<file path="src/rtl/uart_pkg.sv">
// Shared UART definitions: TX state encoding, parity mode codes and the
// baud divider rounding used by both the TX and RX cores.
package uart_pkg;

    typedef enum logic [2:0] {
        ST_IDLE   = 3'd0,
        ST_START  = 3'd1,
        ST_DATA   = 3'd2,
        ST_PARITY = 3'd3,
        ST_STOP   = 3'd4
    } tx_state_e;

    localparam int PAR_NONE = 0;
    localparam int PAR_ODD  = 1;
    localparam int PAR_EVEN = 2;

    // Clock cycles per bit, rounded to the nearest integer.
    function automatic int calc_baud_div(input int clk_freq, input int baud_rate);
        return (clk_freq + baud_rate / 2) / baud_rate;
    endfunction

endpackage

</file>
<file path="src/rtl/uart_baud_gen.sv">
// Bit-time generator: counts 0..BAUD_DIV-1 while enabled and strobes bit_end_o
// on the last cycle of each bit. A clear forces the count back to zero.
module uart_baud_gen #(
    parameter int BAUD_DIV = 434
) (
    input  logic clk_i,
    input  logic rst_ni,
    input  logic en_i,
    input  logic clr_i,
    output logic bit_end_o
);

    localparam int CW = (BAUD_DIV > 1) ? $clog2(BAUD_DIV) : 1;
    localparam logic [CW-1:0] LAST = CW'(BAUD_DIV - 1);

    logic [CW-1:0] cnt_q;
    logic [CW-1:0] cnt_d;

    always_comb begin
        cnt_d = cnt_q;
        if (clr_i) begin
            cnt_d = '0;
        end else if (en_i) begin
            cnt_d = (cnt_q == LAST) ? '0 : cnt_q + 1'b1;
        end
    end

    always_ff @(posedge clk_i or negedge rst_ni) begin
        if (!rst_ni) begin
            cnt_q <= '0;
        end else begin
            cnt_q <= cnt_d;
        end
    end

    assign bit_end_o = en_i && !clr_i && (cnt_q == LAST);

endmodule

</file>
<file path="src/rtl/uart_tx_core.sv">
// Byte-level UART transmitter: start bit, 8 data bits LSB first, optional
// parity and 1 or 2 stop bits, with registered line, busy and done outputs.
module uart_tx_core
    import uart_pkg::*;
#(
    parameter int CLK_FREQ  = 50_000_000,
    parameter int BAUD_RATE = 115200,
    parameter int PARITY    = 0,
    parameter int STOP_BITS = 1
) (
    input  logic       SYS_CLK,
    input  logic       RST_N,
    input  logic [7:0] data_in,
    input  logic       tx_req,
    output logic       tx_busy,
    output logic       tx_done,
    output logic       uart_txd,
    output logic [2:0] dbg_state_o
);

    localparam int   BAUD_DIV  = calc_baud_div(CLK_FREQ, BAUD_RATE);
    localparam logic PAR_EN    = (PARITY != PAR_NONE);
    localparam logic PAR_INV   = (PARITY == PAR_ODD);
    localparam logic STOP_LAST = (STOP_BITS == 2);

    if (BAUD_DIV < 2) begin : g_bad_baud
        $error("uart_tx_core: BAUD_DIV must be at least 2");
    end
    if (PARITY < 0 || PARITY > 2) begin : g_bad_parity
        $error("uart_tx_core: PARITY must be 0, 1 or 2");
    end
    if (STOP_BITS < 1 || STOP_BITS > 2) begin : g_bad_stop
        $error("uart_tx_core: STOP_BITS must be 1 or 2");
    end

    tx_state_e  state_q, state_d;
    logic [7:0] shift_q, shift_d;
    logic       par_q, par_d;
    logic [2:0] bit_cnt_q, bit_cnt_d;
    logic       stop_cnt_q, stop_cnt_d;
    logic       txd_q, txd_d;
    logic       busy_q, busy_d;
    logic       done_q, done_d;
    logic       bit_end;

    // The counter is held cleared in IDLE so every frame starts on a fresh bit.
    uart_baud_gen #(
        .BAUD_DIV(BAUD_DIV)
    ) u_baud (
        .clk_i    (SYS_CLK),
        .rst_ni   (RST_N),
        .en_i     (state_q != ST_IDLE),
        .clr_i    (state_q == ST_IDLE),
        .bit_end_o(bit_end)
    );

    always_comb begin
        state_d    = state_q;
        shift_d    = shift_q;
        par_d      = par_q;
        bit_cnt_d  = bit_cnt_q;
        stop_cnt_d = stop_cnt_q;
        txd_d      = txd_q;
        busy_d     = busy_q;
        done_d     = 1'b0;

        unique case (state_q)
            ST_IDLE: begin
                txd_d  = 1'b1;
                busy_d = 1'b0;
                if (tx_req) begin
                    state_d    = ST_START;
                    shift_d    = data_in;
                    par_d      = (^data_in) ^ PAR_INV;
                    bit_cnt_d  = '0;
                    stop_cnt_d = 1'b0;
                    txd_d      = 1'b0;
                    busy_d     = 1'b1;
                end
            end
            ST_START: begin
                if (bit_end) begin
                    state_d   = ST_DATA;
                    bit_cnt_d = '0;
                    txd_d     = shift_q[0];
                end
            end
            ST_DATA: begin
                if (bit_end) begin
                    shift_d = {1'b0, shift_q[7:1]};
                    if (bit_cnt_q == 3'd7) begin
                        if (PAR_EN) begin
                            state_d = ST_PARITY;
                            txd_d   = par_q;
                        end else begin
                            state_d    = ST_STOP;
                            stop_cnt_d = 1'b0;
                            txd_d      = 1'b1;
                        end
                    end else begin
                        bit_cnt_d = bit_cnt_q + 3'd1;
                        txd_d     = shift_q[1];
                    end
                end
            end
            ST_PARITY: begin
                if (bit_end) begin
                    state_d    = ST_STOP;
                    stop_cnt_d = 1'b0;
                    txd_d      = 1'b1;
                end
            end
            ST_STOP: begin
                if (bit_end) begin
                    if (stop_cnt_q == STOP_LAST) begin
                        // Returning to IDLE forces at least one non-busy cycle.
                        state_d = ST_IDLE;
                        txd_d   = 1'b1;
                        busy_d  = 1'b0;
                        done_d  = 1'b1;
                    end else begin
                        stop_cnt_d = 1'b1;
                    end
                end
            end
            default: begin
                state_d = ST_IDLE;
                txd_d   = 1'b1;
                busy_d  = 1'b0;
            end
        endcase
    end

    always_ff @(posedge SYS_CLK or negedge RST_N) begin
        if (!RST_N) begin
            state_q    <= ST_IDLE;
            shift_q    <= '0;
            par_q      <= 1'b0;
            bit_cnt_q  <= '0;
            stop_cnt_q <= 1'b0;
            txd_q      <= 1'b1;
            busy_q     <= 1'b0;
            done_q     <= 1'b0;
        end else begin
            state_q    <= state_d;
            shift_q    <= shift_d;
            par_q      <= par_d;
            bit_cnt_q  <= bit_cnt_d;
            stop_cnt_q <= stop_cnt_d;
            txd_q      <= txd_d;
            busy_q     <= busy_d;
            done_q     <= done_d;
        end
    end

    assign uart_txd    = txd_q;
    assign tx_busy     = busy_q;
    assign tx_done     = done_q;
    assign dbg_state_o = state_q;

endmodule

</file>
<file path="config.mk">
export PLATFORM = sky130hd
export DESIGN_NAME = uart_tx_core
export DESIGN_NICKNAME = d
export VERILOG_FILES = /design/src/rtl/uart_pkg.sv /design/src/rtl/uart_baud_gen.sv /design/src/rtl/uart_tx_core.sv
export SDC_FILE = /design/constraint.sdc
export NUM_CORES = 1
export LEC_CHECK = 0
export CAP_MARGIN = 25
export CORE_ASPECT_RATIO = 1.2
export CORE_MARGIN = 5
export CORE_UTILIZATION = 50
export DETAILED_ROUTE_END_ITERATION = 10
export PLACE_DENSITY = 0.73
export RECOVER_POWER = 100
export SLEW_MARGIN = 30
export SYNTH_ARGS = -nofsm -noshare
export SYNTH_HDL_FRONTEND = slang
export SYNTH_SLANG_ARGS = --single-unit
export TNS_END_PERCENT = 20
</file>
<file path="constraint.sdc">
create_clock -name SYS_CLK -period 2.1 [get_ports SYS_CLK]
set_input_delay 0.21 -clock SYS_CLK [delete_from_list [all_inputs] [get_ports SYS_CLK]]
set_output_delay 0.21 -clock SYS_CLK [all_outputs]
set_load 0.01 [all_outputs]
</file>
==> results.txt, run 1 <==
DR vias/cell -> 5.47
Top Usage Layer GRT -> met2
Die ar. -> 0.00387 mm2
Period minus WS final -> 1880 ps
Seq/Total Area, Yosys -> 0.479
Largest area contributor in the netlist -> dfrtp_1
Grt ovf -> 0
Critical path, cell by cell -> clkbuf_1 -> clkdlybuf4s50_1
Layout Nets -> 155
Share of Yosys cell area claimed by the top area cell type -> 0.460
Layout cell share with drive strength beyond 1 -> 0.129
Worst-margin pin slew -> 1360 ps
Worst setup path class -> flip-flop to output port
Layout area overhead -> 15.7%
Wirelength per Cell -> 14.1 um
Clock slew at reported path FFs -> 130 ps
Critical Path Stages -> 2
Leak -> 0.669 nW
Pre-CTS setup slack -> 196 ps
DR DRC count -> 0
Endpoint class of the critical path -> output port
GR Util met3 -> 0.0229
Clock skew -> 5.26 ps
Total of max-cap violations -> 0
# Post-CTS Setup Buffers -> 0
Final total negative setup slack -> 0 ps
CTS resizes -> 0
WL final -> 2430 um
CTS Sinks -> 26
Status -> completed
GPL Wtd Cong -> 0.728
Ant diodes -> 0
Ys Warns -> 0
#FFs+latches synth -> 26
Die extent in y -> 67.2 um
Synth Instances -> 117
Startpoint types -> flip-flop
CP arrival -> 1670 ps
Worst path top cell family by delay -> buffers and inverters
GRT Total Usage -> 0.142
Port Buf Inserts -> 16
Setup-failing EPs final -> 0
Initial antenna violation count -> 0
Hold Crit Class -> flip-flop to flip-flop
Initial Util -> 0.528
Grt met2 use -> 0.225
R2R Path End -> bit_cnt_q[2]
Buf+Inv Stages, Crit Path -> 2
Vias in the first global route -> 918
Final WS setup -> 216 ps
Final Max Slew Viols -> 0
ANT nets after route -> 0
CP endpoint -> dbg_state_o[1]
Number of flops mapped to enable cells by yosys -> 0
Post-synth net total -> 132
Post-Syn Area per Cell -> 11.6 um2
Core area -> 0.00258 mm2
Crit Path Max Fanout -> 8
Relative slew margins -> 0.0908
Final worst path period share -> 0.897
Clk buf depth -> 2
CTS buffer count -> 3
Synthesized cell area -> 0.00136 mm2
Hold Buf Count CTS -> 0
DRT iter0 DRCs -> 29
FF-to-FF path depth -> 6
M1 GR Usage -> 0.197
Hpwl dp -> 1860 um
Max VDD drop -> 0.000491 V
R2r setup slk -> 270 ps
Critical Path RT -> 1890 ps
Pwr Density -> 787 mW/mm2
RSZ-0062 raised after global routing -> false
Slowest cell on crit path -> clkdlybuf4s50_1
Synth area leaders -> dfrtp_1, mux2_4, mux2_2
# IOs -> 17
Chip width -> 57.6 um
DR vias -> 941
Synth top cells by count -> dfrtp_1, nor2_1, mux2_2, mux2_4, xor2_1
H-Tree Depth -> 1
CP startpoint -> dbg_state_o[1]
Final hold vios -> 0
Cell row count -> 20
Cell with the most instances after synthesis -> dfrtp_1
Peak Freq -> 531 MHz
Skew-Pair Late Insertion Delay -> 310 ps
Worst r2r src -> bit_cnt_q[0]
Synth unique cells -> 36
First-pass DRT Iterations -> 4
Largest net degree at the start of global routing -> 27
Root Buffer -> clkbuf_4
First-pass GRT wire length -> 4260 um
Ys async rst share -> 1.00
Most used DFF post-synth -> dfrtp_1
Max incr delay on CP -> 610 ps
CTS tree -> yes
-- routing by layer --
layer / vias up / wire, um
li1: 458 / -
met1: 462 / 1120
met5: - / 0
met4: 0 / 17
met2: 19 / 1190
met3: 2 / 106
-- worst min-delay path by stage --
stage / startpoint / to / slack [ps] / cells past startpoint
6_report: bit_cnt_q[0] / bit_cnt_q[0] / 490 / 1
5_1_grt: bit_cnt_q[0] / bit_cnt_q[0] / 510 / 1
4_1_cts: RST_N / dbg_state_o[1] / 240 / 2
3_5_place_dp: bit_cnt_q[0] / bit_cnt_q[0] / 480 / 1
3_3_place_gp: bit_cnt_q[0] / bit_cnt_q[0] / 470 / 1
2_1_floorplan: RST_N / bit_cnt_q[0] / -90 / 0
-- flip-flops by register name, indices dropped and copies added (netlist names) --
signal / count
u_baud.cnt_q: 9
shift_q: 8
bit_cnt_q: 3
dbg_state_o: 3
tx_busy: 1
tx_done: 1
uart_txd: 1
-- cells in the final DEF (no fill, tap or decap) --
cell type        count
o31a_1               2
clkbuf_1             3
dfstp_2              1
nor4b_1              1
mux2_1               7
nand2_1              3
o21ai_0              3
mux2i_1              3
mux2_2               7
nand3b_1             3
xnor2_1              2
nand3_1              3
dfrtp_1             25
inv_1                5
buf_4                3
o2111ai_1            1
o31ai_2              1
nand2b_1             2
a21o_1               1
nand4_1              5
nor2_2               1
a21oi_1              1
or4_1                1
and2_1               1
clkdlybuf4s50_1     11
nor3_1               2
nand4b_1             1
o21a_1               1
ha_1                 4
dlygate4sd3_1        5
clkbuf_4             3
nor4_4               1
clkbuf_8             1
xor2_1               7
and3_1               1
o22ai_1              3
nor2_1              13
a22oi_1              1
-- kinds of logic after synthesis --
group	Yosys count	share of synthesized area
compound gates	14	0.0735
xor+xnor	9	0.0579
fa+ha+maj	4	0.0368
buf+inv	9	0.0322
flops	26	0.479
mux	17	0.157
simple gates	38	0.164
-- final cells by class --
cell class	count	area, um2
clock buffers	4	36.3
fillers	208	1000
inverters	5	18.8
multi-input cells	82	633
flip-flops and latches	26	652
well taps	33	41.3
repair buffers	22	194
-- through the flow --
stage | cell area, um2 | hold WS (ps) | utilization | power [mW] | instances
2_1_floorplan | 1360 | -85.6 | - | 0.941 | 117
3_3_place_gp | 1580 | 470 | 0.614 | 1.04 | 168
3_5_place_dp | 1580 | 479 | 0.614 | 1.07 | 168
4_1_cts | 1620 | 242 | 0.628 | 1.31 | 172
5_1_grt | 1580 | 513 | 0.611 | 1.33 | 172
6_report | 1580 | 490 | 0.611 | 1.24 | 172
-- power by group --
part	switching (mW)	internal, mW
registers	0.111	0.621
clock network	0.137	0.106
logic	0.119	0.145
Note: power is estimated with default switching activity, not from simulation.
==> inputs of run 2 (changes only) <==
Settings changed: CORE_MARGIN 5 to 1.
==> results.txt, run 2 (synthesized netlist as in run 1, its figures left out) <==
Status -> completed
CTS Sinks -> 26 (unchanged)
# Post-CTS Setup Buffers -> 0 (unchanged)
CTS buffer count -> 3 (unchanged)
Relative slew margins -> 0.0853 (-0.00548)
Final Max Slew Viols -> 0 (unchanged)
Leak -> 0.696 nW (+4.0%)
Endpoint class of the critical path -> flip-flop
CTS resizes -> 0 (unchanged)
Final worst path period share -> 0.926 (+0.0293)
DR vias -> 931 (-1.1%)
Die extent in y -> 59.2 um (-12%)
Flip-flop and latch area -> 652 um2 (unchanged)
DR vias/cell -> 5.44 (-0.48%)
RSZ-0062 raised after global routing -> false
Setup-failing EPs final -> 0 (unchanged)
Hold path start -> bit_cnt_q[0]
Max incr delay on CP -> 450 ps (-160 ps)
Critical Path RT -> 2320 ps (+430 ps)
DRT iter0 DRCs -> 10 (-66%)
GRT Total Usage -> 0.196 (+0.0540)
Initial antenna violation count -> 0 (unchanged)
Multi-input logic area -> 659 um2 (+4.2%)
Slowest cell on crit path -> dfrtp_1
Clock skew -> 4.02 ps (-1.24 ps)
FF-to-FF path depth -> 6 (unchanged)
H-Tree Depth -> 1 (unchanged)
Largest net degree at the start of global routing -> 27 (unchanged)
Total of max-cap violations -> 0 (unchanged)
Hold Crit Class -> flip-flop to flip-flop
Worst setup path class -> flip-flop to flip-flop
CTS tree -> yes
Fill count -> 228 (+9.6%)
Pre-CTS setup slack -> 212 ps (+16.0 ps)
ANT nets after route -> 0 (unchanged)
Layout cell share with drive strength beyond 1 -> 0.181 (+0.0517)
First-pass GRT wire length -> 4300 um (+0.96%)
R2r setup slk -> 150 ps (-120 ps)
Layout Nets -> 154 (-0.65%)
Hpwl dp -> 1730 um (-6.5%)
GPL Wtd Cong -> 0.772 (+6.0%)
Cell row count -> 20 (unchanged)
Critical path, cell by cell -> inv_1 -> ha_1 -> nand4_1 -> nor4_4 -> a21o_1 -> mux2_4
Port Buf Inserts -> 16 (unchanged)
Core Util, Final -> 0.626 (+0.0148)
Skew-Pair Late Insertion Delay -> 320 ps (about the same)
Largest regs -> u_baud.cnt_q (9), shift_q (8)
Wirelength per Cell -> 14.2 um (+0.38%)
Pwr Density -> 809 mW/mm2 (+2.9%)
Chip width -> 49.6 um (-14%)
Hold Path Stages -> 1 (unchanged)
Max VDD drop -> 0.000459 V (-6.5%)
Worst-margin pin slew -> 1370 ps (+8.22 ps)
R2R Path End -> shift_q[5]
Die ar. -> 0.00294 mm2 (-24%)
Grt ovf -> 0 (unchanged)
WL final -> 2430 um (-0.21%)
Root Buffer -> clkbuf_4
CP arrival -> 2160 ps (+490 ps)
Crit Path Max Fanout -> 8 (unchanged)
Final total negative setup slack -> 0 ps (unchanged)
Core area -> 0.00255 mm2 (-0.97%)
Hold Buf Count CTS -> 0 (unchanged)
# IOs -> 17 (unchanged)
Hold Path Sink -> bit_cnt_q[0]
Worst r2r src -> u_baud.cnt_q[1]
Dpl cells -> 167 (-0.60%)
Peak Freq -> 514 MHz (-3.2%)
Max FFs per register -> 9 (unchanged)
Most frequent cells in the layout -> dfrtp_1, nor2_1, clkdlybuf4s50_1
Final Non-Filler Cells -> 171 (-0.58%)
DR DRC count -> 0 (unchanged)
Clk buf depth -> 2 (unchanged)
Commonest non-fill, non-tap cell in the layout -> dfrtp_1
Period minus WS final -> 1950 ps (+61.6 ps)
First-pass DRT Iterations -> 4 (unchanged)
Clock slew at reported path FFs -> 130 ps (about the same)
Ant diodes -> 0 (unchanged)
Vias in the first global route -> 924 (+0.65%)
Startpoint types -> flip-flop
Largest reg by FF count -> u_baud.cnt_q
Final hold vios -> 0 (unchanged)
Final WS setup -> 154 ps (-61.6 ps)
Initial Util -> 0.533 (+0.00518)
Final Total Pwr -> 1.29 mW (+4.4%)
Layout area overhead -> 17.4%
-- run 2: how the worst max path moves through the flow --
stage                          startpoint    endpoint  slack [ps]
after detailed placement           tx_req  shift_q[5]         210
after CTS                 u_baud.cnt_q[1]  shift_q[0]         190
after global placement             tx_req  shift_q[6]         250
final                     u_baud.cnt_q[1]  shift_q[5]         150
after floorplan           u_baud.cnt_q[1]  shift_q[0]         380
after global routing      u_baud.cnt_q[0]  shift_q[2]          40
-- run 2: metrics by stage --
stage | cell area (um2) | hold slack, ps
after floorplan | 1360 | -85.6
after global placement | 1580 | 469
after detailed placement | 1580 | 485
after CTS | 1610 | 238
after global routing | 1600 | 527
final | 1600 | 499
-- run 2: area by class of cell --
cell class              count  area share
repair buffers             21       0.119
flip-flops and latches     26       0.408
inverters                   5      0.0117
well taps                  33      0.0258
clock buffers               4      0.0227
multi-input cells          82       0.413
-- run 2: report_power, final --
group          switching, mW  internal [mW]
Sequential             0.116          0.621
Clock                  0.143          0.106
Combinational          0.121          0.186
Total                  0.380          0.914
-- run 2: worst max-delay path, delay by kind of cell, from the launching register on --
family	cells	cell delay [ps]
AOI/OAI and AO/OA	1	430
adders and majority gates	1	150
buffers and inverters	1	80
DFF	1	450
muxes	1	340
and+or+nand+nor	2	410
-- run 2: per-layer routing --
layer	track usage	wire [um]
met5	0	0
met2	0.301	1190
met1	0.269	1140
met4	0.0980	48
met3	0.0333	45
==> inputs of run 3 (changes only) <==
Settings changed: SETUP_SLACK_MARGIN set to 0.3.
==> results.txt, run 3 (synthesized netlist as in run 1, its figures left out) <==
Status -> completed
Final worst path period share -> 0.878 (-0.0487)
Commonest non-fill, non-tap cell in the layout -> dfrtp_1
WL final -> 2510 um (+3.3%)
Clock skew -> 4.35 ps (+0.333 ps)
First-pass GRT wire length -> 4300 um (unchanged)
Hold Buf Count CTS -> 0 (unchanged)
H-Tree Depth -> 1 (unchanged)
Pre-CTS setup slack -> 212 ps (unchanged)
Max FFs per register -> 9 (unchanged)
DR vias/cell -> 5.45 (+0.11%)
R2R Path End -> u_baud.cnt_q[4]
DRT iter0 DRCs -> 5 (-5)
First-pass DRT Iterations -> 4 (unchanged)
Initial Util -> 0.533 (unchanged)
GPL Wtd Cong -> 0.772 (unchanged)
Hold Path Sink -> bit_cnt_q[0]
Crit Path Max Fanout -> 9 (+1)
Layout area overhead -> 15.5%
Layout Nets -> 154 (unchanged)
# Post-CTS Setup Buffers -> 0 (unchanged)
Max VDD drop -> 0.000451 V (-1.8%)
CTS buffer count -> 3 (unchanged)
DR vias -> 932 (+0.11%)
Die extent in y -> 59.2 um (unchanged)
Total of max-cap violations -> 0 (unchanged)
Final total negative setup slack -> 0 ps (unchanged)
Wirelength per Cell -> 14.7 um (+3.3%)
Grt ovf -> 0 (unchanged)
Core area -> 0.00255 mm2 (unchanged)
Most frequent cells in the layout -> dfrtp_1, nor2_1, clkdlybuf4s50_1
Relative slew margins -> 0.0736 (-0.0117)
Setup-failing EPs final -> 0 (unchanged)
Min Hold Slack -> 501 ps (+1.99 ps)
Clock slew at reported path FFs -> 130 ps (about the same)
Root Buffer -> clkbuf_4
Peak Freq -> 542 MHz (+5.5%)
RSZ-0062 raised after global routing -> true
# IOs -> 17 (unchanged)
Pwr Density -> 798 mW/mm2 (-1.5%)
Final WS setup -> 257 ps (+102 ps)
Final Total Pwr -> 1.25 mW (-3.0%)
Leak -> 0.664 nW (-4.6%)
CP arrival -> 2040 ps (-120 ps)
Worst-margin pin slew -> 1390 ps (+17.6 ps)
Largest regs -> u_baud.cnt_q (9), shift_q (8)
Vias in the first global route -> 924 (unchanged)
Period minus WS final -> 1840 ps (-102 ps)
GRT Total Usage -> 0.196 (unchanged)
Hold path start -> bit_cnt_q[0]
DR DRC count -> 0 (unchanged)
Die ar. -> 0.00294 mm2 (unchanged)
Core Util, Final -> 0.616 (-0.00980)
Chip width -> 49.6 um (unchanged)
CTS Sinks -> 26 (unchanged)
Initial antenna violation count -> 0 (unchanged)
Hold Path Stages -> 1 (unchanged)
Final Max Slew Viols -> 0 (unchanged)
Hpwl dp -> 1730 um (unchanged)
Worst r2r src -> u_baud.cnt_q[1]
Endpoint class of the critical path -> flip-flop
ANT nets after route -> 0 (unchanged)
Skew-Pair Late Insertion Delay -> 320 ps (about the same)
R2r setup slk -> 260 ps (+100 ps)
Port Buf Inserts -> 16 (unchanged)
Layout cell share with drive strength beyond 1 -> 0.152 (-0.0290)
Critical Path RT -> 2290 ps (-30 ps)
Ant diodes -> 0 (unchanged)
CTS tree -> yes
Hold Crit Class -> flip-flop to flip-flop
Worst setup path class -> flip-flop to flip-flop
Cell row count -> 20 (unchanged)
Startpoint types -> flip-flop
FF-to-FF path depth -> 6 (unchanged)
Largest reg by FF count -> u_baud.cnt_q
Final hold vios -> 0 (unchanged)
Clk buf depth -> 2 (unchanged)
Largest net degree at the start of global routing -> 27 (unchanged)
==> run 3: routing by layer <==
metal | track usage | part of all wire | vias to the layer above
met4 | 0.0980 | 0.019 | 0
met1 | 0.269 | 0.48 | 458
met3 | 0.0333 | 0.021 | 4
li1 | - | - | 454
met2 | 0.301 | 0.48 | 16
met5 | 0 | 0 | -
==> run 3: cell type report <==
cell class / count / area (um2)
Fill cell: 229 / 980
Timing Repair Buffer: 21 / 188
Inverter: 5 / 18.8
Tap cell: 33 / 41.3
Sequential cell: 26 / 654
Multi-Input combinational cell: 82 / 634
Clock buffer: 4 / 36.3
==> run 3: timing repair <==
action                                 CTS  global route
setup endpoints to repair                7            24
endpoints found under the hold margin    0             0
resized for setup                        1             4
==> run 3: worst max-delay path by stage <==
stage	slack, ps	start	end	cells past startpoint
after floorplan	380	u_baud.cnt_q[1]	shift_q[0]	7
after global placement	250	tx_req	shift_q[6]	4
after detailed placement	210	tx_req	shift_q[5]	4
after CTS	230	dbg_state_o[1]	shift_q[4]	5
after global routing	150	u_baud.cnt_q[1]	u_baud.cnt_q[4]	6
final	260	u_baud.cnt_q[1]	u_baud.cnt_q[4]	6
==> run 3: report_power, final <==
group          leakage, nW  internal (mW)  switching, mW
Sequential           0.326          0.623          0.113
Combinational        0.317          0.147          0.123
Clock               0.0210          0.106          0.143
==> run 3: critical path, stage by stage (launching register included) <==
cell and delay [ps]:
dfrtp_1 450, inv_1 80, ha_1 150, nand4_1 170, or4_1 550, o31ai_2 220
nor2_1 110
==> run 3: stage by stage <==
step                instance area, um2  std cells
global route                      1570        171
global placement                  1580        167
CTS                               1610        171
finish                            1570        171
floorplan                         1360        117
detailed placement                1580        167
